### src/rtl/regfile_scoreboard_pkg.sv
`default_nettype none
// ============================================================================
// Module      : regfile_scoreboard_pkg
// Description : Shared constants and helpers for the register-file scoreboard.
// Revision    : 1.0 - initial release
// ============================================================================
package regfile_scoreboard_pkg;

    localparam int         REG_COUNT     = 16;
    localparam logic [3:0] PC_REG        = 4'd15;
    localparam int         DEFAULT_CNT_W = 2;

    // R15 carries the externally supplied PC and never participates in hazards.
    function automatic logic reg_is_tracked(input logic [3:0] idx);
        return idx != PC_REG;
    endfunction

endpackage
`default_nettype wire

### src/rtl/regfile_scoreboard_counter.sv
`default_nettype none
// ============================================================================
// Module      : scoreboard_counter
// Description : Saturating up/down pending-write counter for one register.
// Revision    : 1.0 - initial release
// ============================================================================
module scoreboard_counter #(
    parameter int CNT_W = 2
) (
    input  logic             clk,
    input  logic             rst,
    input  logic             inc,
    input  logic             dec,
    input  logic             clr,
    output logic [CNT_W-1:0] count,
    output logic             nonzero,
    output logic             at_max,
    output logic             underflow_pulse,
    output logic             overflow_pulse
);

    localparam logic [CNT_W-1:0] c_cnt_max = {CNT_W{1'b1}};

    logic [CNT_W-1:0] r_count;
    logic             w_up;
    logic             w_down;

    // A simultaneous inc and dec cancel, so only the one-sided cases move the count.
    assign w_up    = inc & ~dec;
    assign w_down  = dec & ~inc;
    assign count   = r_count;
    assign nonzero = (r_count != '0);
    assign at_max  = (r_count == c_cnt_max);

    // A flushed cycle is discarded entirely, including its error attempts.
    assign underflow_pulse = ~clr & w_down & ~nonzero;
    assign overflow_pulse  = ~clr & w_up & at_max;

    always_ff @(posedge clk) begin
        if (rst) begin
            r_count <= '0;
        end else if (clr) begin
            r_count <= '0;
        end else if (w_up && !at_max) begin
            r_count <= r_count + CNT_W'(1);
        end else if (w_down && nonzero) begin
            r_count <= r_count - CNT_W'(1);
        end
    end

endmodule
`default_nettype wire

### src/rtl/regfile_scoreboard.sv
`default_nettype none
// ============================================================================
// Module      : regfile_scoreboard
// Description : Issue-stage RAW / pending-write hazard controller for R0-R14.
// Revision    : 1.0 - initial release
// ============================================================================
module regfile_scoreboard
    import regfile_scoreboard_pkg::*;
#(
    parameter int CNT_W = DEFAULT_CNT_W
) (
    input  logic                 clk,
    input  logic                 reset,
    input  logic                 issue_valid,
    input  logic [3:0]           issue_src0,
    input  logic                 issue_src0_used,
    input  logic [3:0]           issue_src1,
    input  logic                 issue_src1_used,
    input  logic [3:0]           issue_dst,
    input  logic                 issue_writes,
    input  logic                 wb_valid,
    input  logic [3:0]           wb_dst,
    input  logic                 flush,
    output logic                 stall,
    output logic                 issue_accept,
    output logic [REG_COUNT-1:0] busy_mask,
    output logic                 err_underflow,
    output logic                 err_overflow
);

    logic [CNT_W-1:0]     w_cnt [REG_COUNT];
    logic [REG_COUNT-1:0] w_nonzero;
    logic [REG_COUNT-1:0] w_at_max;
    logic [REG_COUNT-1:0] w_uf;
    logic [REG_COUNT-1:0] w_of;
    logic                 w_src0_busy;
    logic                 w_src1_busy;
    logic                 w_dst_full;
    logic                 r_err_underflow;
    logic                 r_err_overflow;

    generate
        for (genvar i = 0; i < REG_COUNT; i++) begin : g_reg
            if (i != int'(PC_REG)) begin : g_tracked
                scoreboard_counter #(
                    .CNT_W (CNT_W)
                ) u_cnt (
                    .clk             (clk),
                    .rst             (reset),
                    .inc             (issue_accept & issue_writes & (issue_dst == 4'(i))),
                    .dec             (wb_valid & (wb_dst == 4'(i))),
                    .clr             (flush),
                    .count           (w_cnt[i]),
                    .nonzero         (w_nonzero[i]),
                    .at_max          (w_at_max[i]),
                    .underflow_pulse (w_uf[i]),
                    .overflow_pulse  (w_of[i])
                );
            end else begin : g_pc
                // Tie-offs keep the PC slot permanently idle so indexing by 15 is harmless.
                assign w_cnt[i]     = '0;
                assign w_nonzero[i] = 1'b0;
                assign w_at_max[i]  = 1'b0;
                assign w_uf[i]      = 1'b0;
                assign w_of[i]      = 1'b0;
            end
        end
    endgenerate

    // The register file writes on the falling edge, so a final pending write
    // landing this cycle is already visible to the reader.
    assign w_src0_busy = issue_src0_used & reg_is_tracked(issue_src0) & w_nonzero[issue_src0]
                       & ~(wb_valid & (wb_dst == issue_src0) & (w_cnt[issue_src0] == CNT_W'(1)));
    assign w_src1_busy = issue_src1_used & reg_is_tracked(issue_src1) & w_nonzero[issue_src1]
                       & ~(wb_valid & (wb_dst == issue_src1) & (w_cnt[issue_src1] == CNT_W'(1)));
    assign w_dst_full  = issue_writes & reg_is_tracked(issue_dst) & w_at_max[issue_dst]
                       & ~(wb_valid & (wb_dst == issue_dst));

    assign stall         = issue_valid & (w_src0_busy | w_src1_busy | w_dst_full);
    assign issue_accept  = issue_valid & ~stall;
    assign busy_mask     = w_nonzero;
    assign err_underflow = r_err_underflow;
    assign err_overflow  = r_err_overflow;

    always_ff @(posedge clk) begin
        if (reset) begin
            r_err_underflow <= 1'b0;
            r_err_overflow  <= 1'b0;
        end else begin
            r_err_underflow <= r_err_underflow | (|w_uf);
            r_err_overflow  <= r_err_overflow | (|w_of);
        end
    end

endmodule
`default_nettype wire

### config.mk
export PLATFORM = sky130hd
export DESIGN_NAME = regfile_scoreboard
export DESIGN_NICKNAME = d
export VERILOG_FILES = /design/src/rtl/regfile_scoreboard_pkg.sv /design/src/rtl/regfile_scoreboard_counter.sv /design/src/rtl/regfile_scoreboard.sv
export SDC_FILE = /design/constraint.sdc
export NUM_CORES = 1
export LEC_CHECK = 0
export CAP_MARGIN = 20
export CORE_MARGIN = 5
export CORE_UTILIZATION = 52
export DETAILED_ROUTE_END_ITERATION = 8
export PLACE_DENSITY = 0.9
export SLEW_MARGIN = 20
export SYNTH_ARGS = -nofsm -noshare
export SYNTH_HDL_FRONTEND = slang
export SYNTH_HIERARCHICAL = 1
export SYNTH_SLANG_ARGS = --single-unit
### constraint.sdc
create_clock -name clk -period 2.8 [get_ports clk]
set_input_delay 0.56 -clock clk [delete_from_list [all_inputs] [get_ports clk]]
set_output_delay 0.56 -clock clk [all_outputs]
set_load 0.005 [all_outputs]
==> results of run 1 <==
-- Yosys cell counts, drive strengths merged (3+ instances only) --
cell and number:
or2 16, buf 13, mux4 11, and2 15
nand2b 12, nand2 37, and2b 30, xor2 6
xnor2 20, inv 5, o211a 3, dfxtp 32
a211oi 31, nor3 25, nand3b 7, nor4 25
o21ai 36, a21oi 3, nor2 30, nor4bb 3
clkbuf 5, or2b 16, mux2i 23, nand3 4
nor3b 18
-- through the flow --
stage                     setup slack (ps)  setup TNS [ps]  instance area (sq um)  cells
after floorplan                     -139.6          -256.3                   3849    452
after global placement               -1480          -32280                   5448    729
after detailed placement             -1724          -37150                   5448    729
after CTS                           -491.6           -6911                   6371    773
-- cell families after synthesis --
logic type	count (synthesis)
xor+xnor	26
mux	34
other cells	1
buf+inv	23
simple gates	248
flops	32
compound gates	88
-- routing by layer --
layer  GRT overflow  track usage [%]
met1              1            70.42
met2             11            85.14
met3              0            52.75
met4             13            71.03
met5              0            24.40
-- repair_timing --
| item | 4_1_cts |
|---|---|
| cloned | 2 |
| resized for setup | 153 |
| pin swaps | 54 |
| endpoints found under the setup margin | 34 |
| setup buffers | 38 |
==> metrics.md, run 1 <==
| Metric | Value |
|---|---|
| Overall routing resource usage | `a little over two thirds` |
| Number of synthesized register bits | `32` |
| Most used DFF post-synth | `dfxtp_1` |
| Remaining Overflow, GRT | `25` |
| Mapped Nets | `roughly 480` |
| Largest family of logic cells by synthesized area | `simple AND/OR/NAND/NOR gates` |
| Xor/xnor cell area share of the yosys netlist | `6.063%` |
| Cell Area, Synth | `3756 sq um` |
| Status | `aborted with a tool error` |
| Initial Util | `52.63%` |
| Worst EP kind | `sequential cell input` |
| Sequential-to-total area share from yosys stat | `17.06%` |
| Worst setup endpoint GRT | `err_underflow$_SDFF_PP0_/D` |
| Synth area leaders | `dfxtp_1 17%, and2b_2 6.5%, mux2i_1 6.1%` |
| Largest area contributor in the netlist | `dfxtp_1` |
| Htree depth | `2` |
| Err | `[ERROR GRT-0232] Routing congestion too high. Check the congestion heatmap in the GUI.` |
| Adder-Cell Fraction of Synth Area | `0%` |
| Hold_buf cts | `0` |
| Die H | `94.99 um` |
| Yosys cell types | `around 60` |
| Synth async-reset ratio | `0%` |
| EDFF count, synth | `0` |
| CTS Sinks | `32` |
| Post-synth top area share | `17.06%` |
| Port buffer count | `42` |
| Post-synthesis cell count | `452` |
| Clock tree buffer depth | `2` |
| Compound-gate portion of the synthesized area | `a little under a fifth` |
| Cts bufs inserted | `5` |
| Core Rows | `31` |
| Multiplexer share of the synthesized area | `approximately an eighth` |
| Largest net degree at the start of global routing | `36` |
| GP Congestion | `~1.1` |
| Synth Warn # | `6` |
| Chip width | `94.99 um` |
| Post-Syn Area per Cell | `8.310 sq um` |
| Io pins | `44` |
| DPL Wire Length | `11,120 um` |
| Halt Stage | `global routing` |
| CTS Root Cell | `clkbuf_8` |
| Simple-gate share of the synthesized area | `approximately two fifths` |
==> run 2: changes to the inputs <==
CORE_UTILIZATION = 40   (was 52)
PLACE_DENSITY = unset   (was 0.9)
PLACE_DENSITY_LB_ADDON = 0.15   (was unset)
clock period = 3.64 ns   (was 2.8 ns; I/O delays follow)
==> metrics.md, run 2 <==
| Metric | Value |
|---|---|
| Status | `finished clean (was aborted with a tool error)` |
| Min cycle time layout | `3493 ps` |
| Slew @ Worst Pin | `563.5 ps` |
| Remaining Overflow, GRT | `0` |
| Initial Util | `40.84% (was 52.63%)` |
| CP Cell Sequence | `dlygate4sd2_1, buf_6, mux4_2, mux2i_2, nor2_1, o21ai_2, o31ai_4, buf_6, buf_6, nor4_1, buf_4, or2b_1, nor3_1, nor4_1, buf_4, a41oi_1` |
| CTS Root Cell | `clkbuf_8 (unchanged)` |
| Most common cell on crit path | `buf_6` |
| Vias in the first global route | `3,840` |
| Sequential-to-total area share from yosys stat | `17.06% (unchanged)` |
| Initial antenna violation count | `0` |
| Post-synth top area share | `17.06% (unchanged)` |
| Internal Power | `619.3 uW` |
| Startpoint Class | `primary input` |
| Post-Place Cells | `686 (was 729)` |
| Largest area contributor in the netlist | `dfxtp_1 (unchanged)` |
| Top post-synthesis cells by count | `37 x nand2_1, 32 x dfxtp_1, 30 x nor2_1 (unchanged)` |
| Max FFs per register | `30` |
| Switching Share | `between 30% and 40%` |
| EDFF count, synth | `0 (unchanged)` |
| Antenna-violating nets left | `0` |
| Final period util | `95.97%` |
| Most used DFF post-synth | `dfxtp_1 (unchanged)` |
| Hold Crit Class | `register to register` |
| Clk slew on worst S/H paths | `70 ps` |
| Core Area | `9196 sq um` |
| Synth area leaders | `dfxtp_1 17%, and2b_2 6.5%, mux2i_1 6.1% (unchanged)` |
| Pre-Repair DR Iteration Count | `5` |
| Post-synthesis cell count | `452 (unchanged)` |
| DPL Wire Length | `9708 um (was 11,120 um)` |
| Place WS | `-584.3 ps (was -1724 ps)` |
| DRC errors left | `0` |
| Seq pwr share | `39.4%` |
| Core Util, Final | `about 60%` |
| Vias per cell | `between 5 and 6` |
| Largest net degree at the start of global routing | `52` |
| DR WL/cell | `about 18 um` |
| CP max FO | `6` |
| Final net count | `614` |
| # fillers | `832` |
| ANT cells | `0` |
| Chip width | `106.9 um (was 94.99 um)` |
| Cell with the most instances after synthesis | `nand2_1 (unchanged)` |
| DRT Wirelength | `12,920 um` |
| Die area | `between 10,000 and 15,000 sq um` |
| Final Hold Vio Count | `0` |
| Most frequent cells in the layout | `96 x buf_4, 37 x nand2_1, 32 x dfxtp_1` |
| GP Congestion | `0.9451 (was 1.105)` |
| Highest ir drop seen on vdd | `121.6 uV` |
| Cts bufs inserted | `5 (unchanged)` |
| Global-route wire length before repair | `roughly 21,000 um` |
| Critical Path Max Stage Delay | `~520 ps` |
| Arrival time at the worst endpoint | `3640 ps` |
| Static leakage | `0.001956 uW` |
| Core Rows | `35 (was 31)` |
| Nature of the critical path endpoint | `register` |
| MaxCap Viol Count | `0` |
| Power density over cell area | `167.1 nW/um^2` |
| Net switching power figure | `279.1 uW` |
| CTS Sinks | `32 (unchanged)` |
| Clock tree buffer depth | `2 (unchanged)` |
| Cell Area, Synth | `3756 sq um (unchanged)` |
| Mapped Nets | `476 (unchanged)` |
| # setup viols final | `0` |
| Worst EP required | `about 3800 ps` |
| Routed vias | `4,017` |
| Post-Syn Area per Cell | `8.310 sq um (unchanged)` |
| Rel. slew slack | `62.15%` |
| TritonCTS clock tree | `yes` |
| Fin worst setup slack | `146.6 ps` |
| Final Max Tran Viols | `0` |
| Clock power share | `about a third` |
| Worst Setup Path Type | `primary input to register` |
| Die H | `106.9 um (was 94.99 um)` |
| Fraction of layout cells with a size suffix above 1 | `35.19%` |
| Most common cell after layout, fill and taps aside | `buf_4` |
| Synth Warn # | `6 (unchanged)` |
| Clock Skew | `7.407 ps` |
| Io pins | `44 (unchanged)` |
| Slowest CP cell | `mux4_2` |
| Htree depth | `2 (unchanged)` |
| Synth async-reset ratio | `0% (unchanged)` |
| Worst-skew pair later-pin latency | `300 ps` |
| Initial detailed-routing violation count | `286` |
| Overall routing resource usage | `22.92%` |
| Comb pwr share | `26.5%` |
| Port buffer count | `42 (unchanged)` |
| Hold_buf cts | `0 (unchanged)` |
| Number of synthesized register bits | `32 (unchanged)` |
| Yosys cell types | `59 (unchanged)` |
| R2R Setup Slk | `190 ps` |
| Area Growth Syn to Fin | `43.14%` |
| Finished Layout Cells | `702` |
| Fmax | `roughly 290 MHz` |
==> run 2: cell counts after synthesis <==
Identical to the previous run, type by type.
==> run 2: timing repair <==
item                       in CTS  in global routing
buffers inserted                4                  3
gates cloned                    1                  0
pin swaps                      11                 11
setup endpoints to repair       8                 11
resized for setup              34                 38
==> run 2: kinds of logic after synthesis <==
group | synth area share [%]
mux | 13.02
compound gates | 18.65
other cells | 0.09984
simple gates | 41.04
buf+inv | 4.064
flops | 17.06
xor+xnor | 6.063
==> run 2: metal layers <==
layer	up-vias	share of wire [%]	wire length [um]	global-route usage, %
met2	122	46	5941	36.42
li1	1960	-	-	-
met3	10	6.5	846	4.034
met5	-	0	0	0
met4	0	1.1	143	5.479
met1	1925	46	5987	32.26
==> run 2: path summary, 6_finish.rpt <==
check                                         start                           endpoint  cells after the start
setup / recovery                       issue_dst[0]                      err_underflow                     16
hold / removal    g_reg[5].g_tracked.u_cnt/count[1]  g_reg[5].g_tracked.u_cnt/count[1]                      2
setup reg to reg  g_reg[8].g_tracked.u_cnt/count[0]                      err_underflow                     14
hold reg to reg   g_reg[5].g_tracked.u_cnt/count[1]  g_reg[5].g_tracked.u_cnt/count[1]                      2
==> run 2: power by group through the flow <==
stage / sequential (uW) / clock, uW / combinational (uW)
finish: 354 / 306 / 238
global route: 354 / 322 / 254
CTS: 354 / 318 / 224
detailed placement: 362 / 0 / 212
global placement: 362 / 0 / 211
floorplan: 362 / 0 / 99.6
==> run 2: worst max-delay path: cells and delay by family <==
family,cells,cell delay [ps]
simple gates,5,760
buf+inv,6,990
compound gates,3,440
mux,2,710
==> run 2: cell type report <==
class / instances / area, sq um / share of cell area [%]
Clock buffer: 8 / 90.09 / 1.676
Inverter: 5 / 18.77 / 0.3491
Multi-Input combinational cell: 397 / 3201 / 59.53
Sequential cell: 32 / 640.6 / 11.92
Tap cell: 111 / 138.9 / 2.583
Timing Repair Buffer: 149 / 1287 / 23.95
==> run 2: through the flow <==
stage / area, sq um / setup TNS, ps / total power, uW / hold WS (ps)
2_1_floorplan: 3756 / 0 / 461.2 / 471.5
3_3_place_gp: 4957 / -8703 / 573.0 / 503.6
3_5_place_dp: 4957 / -8593 / 574.5 / 517.3
4_1_cts: 5224 / 0 / 896.1 / 528.6
5_1_grt: 5376 / -60.51 / 929.7 / 566.4
6_report: 5376 / 0 / 898.4 / 525.0
No activity file was read; power rests on OpenSTA's default activity.
==> run 3: changes to the inputs <==
clock period = 3.5 ns   (was 3.64 ns; I/O delays follow)
==> metrics.md, run 3 (synthesis results as in run 2) <==
| Metric | Value |
|---|---|
| Status | `finished clean (unchanged)` |
| Critical Path Max Stage Delay | `540 ps (was 520 ps)` |
| Remaining Overflow, GRT | `0 (unchanged)` |
| DPL Wire Length | `10,300 um (was 9708 um)` |
| CP max FO | `7 (was 6)` |
| # setup viols final | `0 (unchanged)` |
| MaxCap Viol Count | `0 (unchanged)` |
| Worst flop-to-flop path endpoint | `err_overflow (was err_underflow)` |
| DR WL/cell | `18.65 um (was 18.40 um)` |
| Final net count | `639 (was 614)` |
| Hold depth | `2 (unchanged)` |
| TritonCTS clock tree | `yes (unchanged)` |
| Overall routing resource usage | `23.68% (was 22.92%)` |
| Rel. slew slack | `65.96% (was 62.15%)` |
| GP Congestion | `1.057 (was 0.9451)` |
| Power density over cell area | `169.4 nW/um^2 (was 167.1 nW/um^2)` |
| Hold Crit Class | `register to register (unchanged)` |
| RSZ-0062 raised after global routing | `true` |
| Number of cells on the worst reg-to-reg path | `16 (was 14)` |
| DRC errors left | `0 (unchanged)` |
| CTS Sinks | `32 (unchanged)` |
| Vias in the first global route | `4,038 (was 3,840)` |
| Area Growth Syn to Fin | `48.57% (was 43.14%)` |
| Clock Skew | `4.733 ps (was 7.407 ps)` |
| Chip width | `106.9 um (unchanged)` |
| Fraction of layout cells with a size suffix above 1 | `38.47% (was 35.19%)` |
| Critical path's top delay family | `simple AND/OR/NAND/NOR gates (was buffers and inverters)` |
| ANT cells | `0 (unchanged)` |
| Min cycle time layout | `3496 ps` |
| Startpoint Class | `primary input (unchanged)` |
| Placed Area | `5132 sq um (was 4957 sq um)` |
| Core Rows | `35 (unchanged)` |
| Static leakage | `0.002080 uW (was 0.001956 uW)` |
| Routed vias | `4,192 (was 4,017)` |
| Max FFs per register | `30 (unchanged)` |
| Most common cell after layout, fill and taps aside | `buf_4 (unchanged)` |
| Arrival time at the worst endpoint | `3650 ps (was 3640 ps)` |
| Highest ir drop seen on vdd | `109.6 uV (was 121.6 uV)` |
| Port buffer count | `42 (unchanged)` |
| Clock tree buffer depth | `2 (unchanged)` |
| Final hold slack | `514.5 ps (was 525.0 ps)` |
| Fin worst setup slack | `3.646 ps (was 146.6 ps)` |
| Post-Route Setup TNS | `0 ps (unchanged)` |
| Worst EP required | `3650 ps (was 3790 ps)` |
| Worst Setup Path Type | `primary input to register (unchanged)` |
| Initial Util | `40.84% (unchanged)` |
| Initial detailed-routing violation count | `363 (was 286)` |
| Core Area | `9196 sq um (unchanged)` |
| Global-route wire length before repair | `21,520 um (was 20,810 um)` |
| Initial antenna violation count | `0 (unchanged)` |
| Start point of the worst hold path | `g_reg[12].g_tracked.u_cnt/count[1] (was g_reg[5].g_tracked.u_cnt/count[1])` |
| Io pins | `44 (unchanged)` |
| Antenna-violating nets left | `0 (unchanged)` |
| Place WS | `-851.5 ps (was -584.3 ps)` |
| DRT Wirelength | `13,560 um (was 12,920 um)` |
| Largest net degree at the start of global routing | `36 (was 52)` |
| Hold Crit Endpoint | `g_reg[12].g_tracked.u_cnt/count[1] (was g_reg[5].g_tracked.u_cnt/count[1])` |
| Final Hold Vio Count | `0 (unchanged)` |
| Most frequent cells in the layout | `122 x buf_4, 37 x nand2_1, 32 x dfxtp_1 (was 96 x buf_4, 37 x nand2_1, 32 x dfxtp_1)` |
| CTS Root Cell | `clkbuf_8 (unchanged)` |
| Pre-Repair DR Iteration Count | `4 (was 5)` |
| Cts bufs inserted | `5 (unchanged)` |
| Worst-skew pair later-pin latency | `290 ps (was 300 ps)` |
| Vias per cell | `5.766 (was 5.722)` |
| Final Max Tran Viols | `0 (unchanged)` |
| Clk slew on worst S/H paths | `80 ps (was 70 ps)` |
| Htree depth | `2 (unchanged)` |
| Die area | `11,430 sq um (unchanged)` |
| Nature of the critical path endpoint | `register (unchanged)` |
| R2R Setup Slk | `160 ps (was 190 ps)` |
| R2R Path Start | `g_reg[14].g_tracked.u_cnt/count[0] (was g_reg[8].g_tracked.u_cnt/count[0])` |
| Slowest CP cell | `clkdlybuf4s50_1 (was mux4_2)` |
| Worst Path Buf+Inv | `4 (was 6)` |
| Die H | `106.9 um (unchanged)` |
| CP Cell Sequence | `clkdlybuf4s50_1, xnor2_1, nand3_2, a2111oi_4, nor3_4, buf_6, nor4_1, buf_4, or2b_1, nor3_1, nor4_1, buf_4, a41oi_2 (was dlygate4sd2_1, buf_6, mux4_2, mux2i_2, nor2_1, o21ai_2, o31ai_4, buf_6, buf_6, nor4_1, buf_4, or2b_1, nor3_1, nor4_1, buf_4, a41oi_1)` |
| Fmax | `286.0 MHz` |
| Slew @ Worst Pin | `510.5 ps (was 563.5 ps)` |
| Final instance area | `5580 sq um (was 5376 sq um)` |
| Final period util | `~100%` |
run 3: cell types whose count changed in the layout (fill, tap and decap cells not counted), moves of 2 or more:
cell	change
dlymetal6s2s_1	-2
nor3_1	-2
buf_4	+26
dlygate4sd2_1	+2
run 3: tightest hold or removal path: stages (launching register included):
cell      delay (ps)
dfxtp_1          350
nand2_1           60
a211oi_1          60
run 3: per-stage QoR:
step | power (uW) | util (%) | std cells
6_report | 945.5 | 60.68 | 727
5_1_grt | 988.8 | 60.68 | 727
4_1_cts | 943.9 | 59.67 | 726
3_5_place_dp | 605.2 | 55.81 | 711
3_3_place_gp | 602.9 | 55.81 | 711
2_1_floorplan | 479.7 | - | 452
run 3: cell type report:
class                   instances  area [sq um]
fillers                       825          3616
multi-input cells             397          3232
repair buffers                174          1460
flip-flops and latches         32         640.6
well taps                     111         138.9
clock buffers                   8         90.09
inverters                       5         18.77
run 3: how the worst max path moves through the flow:
stage / from / to / slack [ps] / cells after the start
2_1_floorplan: issue_dst[0] / err_underflow / 330 / 11
3_3_place_gp: issue_src1[0] / err_underflow / -720 / 14
3_5_place_dp: issue_src1[0] / err_underflow / -850 / 14
4_1_cts: issue_src0[1] / err_underflow / 0.6 / 15
5_1_grt: wb_dst[1] / err_underflow / -120 / 13
6_report: wb_dst[1] / err_underflow / 4 / 13
run 3: where the power goes:
part           internal, uW  leakage, uW  switching, uW
logic                   123      0.00178            138
clock network           161    0.0000455            155
registers               366     0.000258           2.33
total                   650      0.00208            296
run 3: metal layers:
metal | vias to the layer above | track usage, % | part of all wire (%)
li1 | 2006 | - | -
met1 | 1983 | 32.88 | 44
met2 | 185 | 38.62 | 47
met3 | 18 | 3.492 | 7.3
met4 | 0 | 5.753 | 1.8
met5 | - | 0 | 0
run 3: repair_timing:
| action | in CTS | in global routing |
|---|---|---|
| buffers inserted | 5 | 1 |
| cloned | 2 | 0 |
| endpoints found under the setup margin | 25 | 6 |
| pin swaps | 12 | 16 |
| hold buffers | 0 | 0 |
| gates resized for setup | 51 | 23 |
==> run 4: changes to the inputs <==
CAP_MARGIN = unset   (was 20)
==> results of run 4 <==
No change in the layout: final DEF, timing and power equal those of run 3.
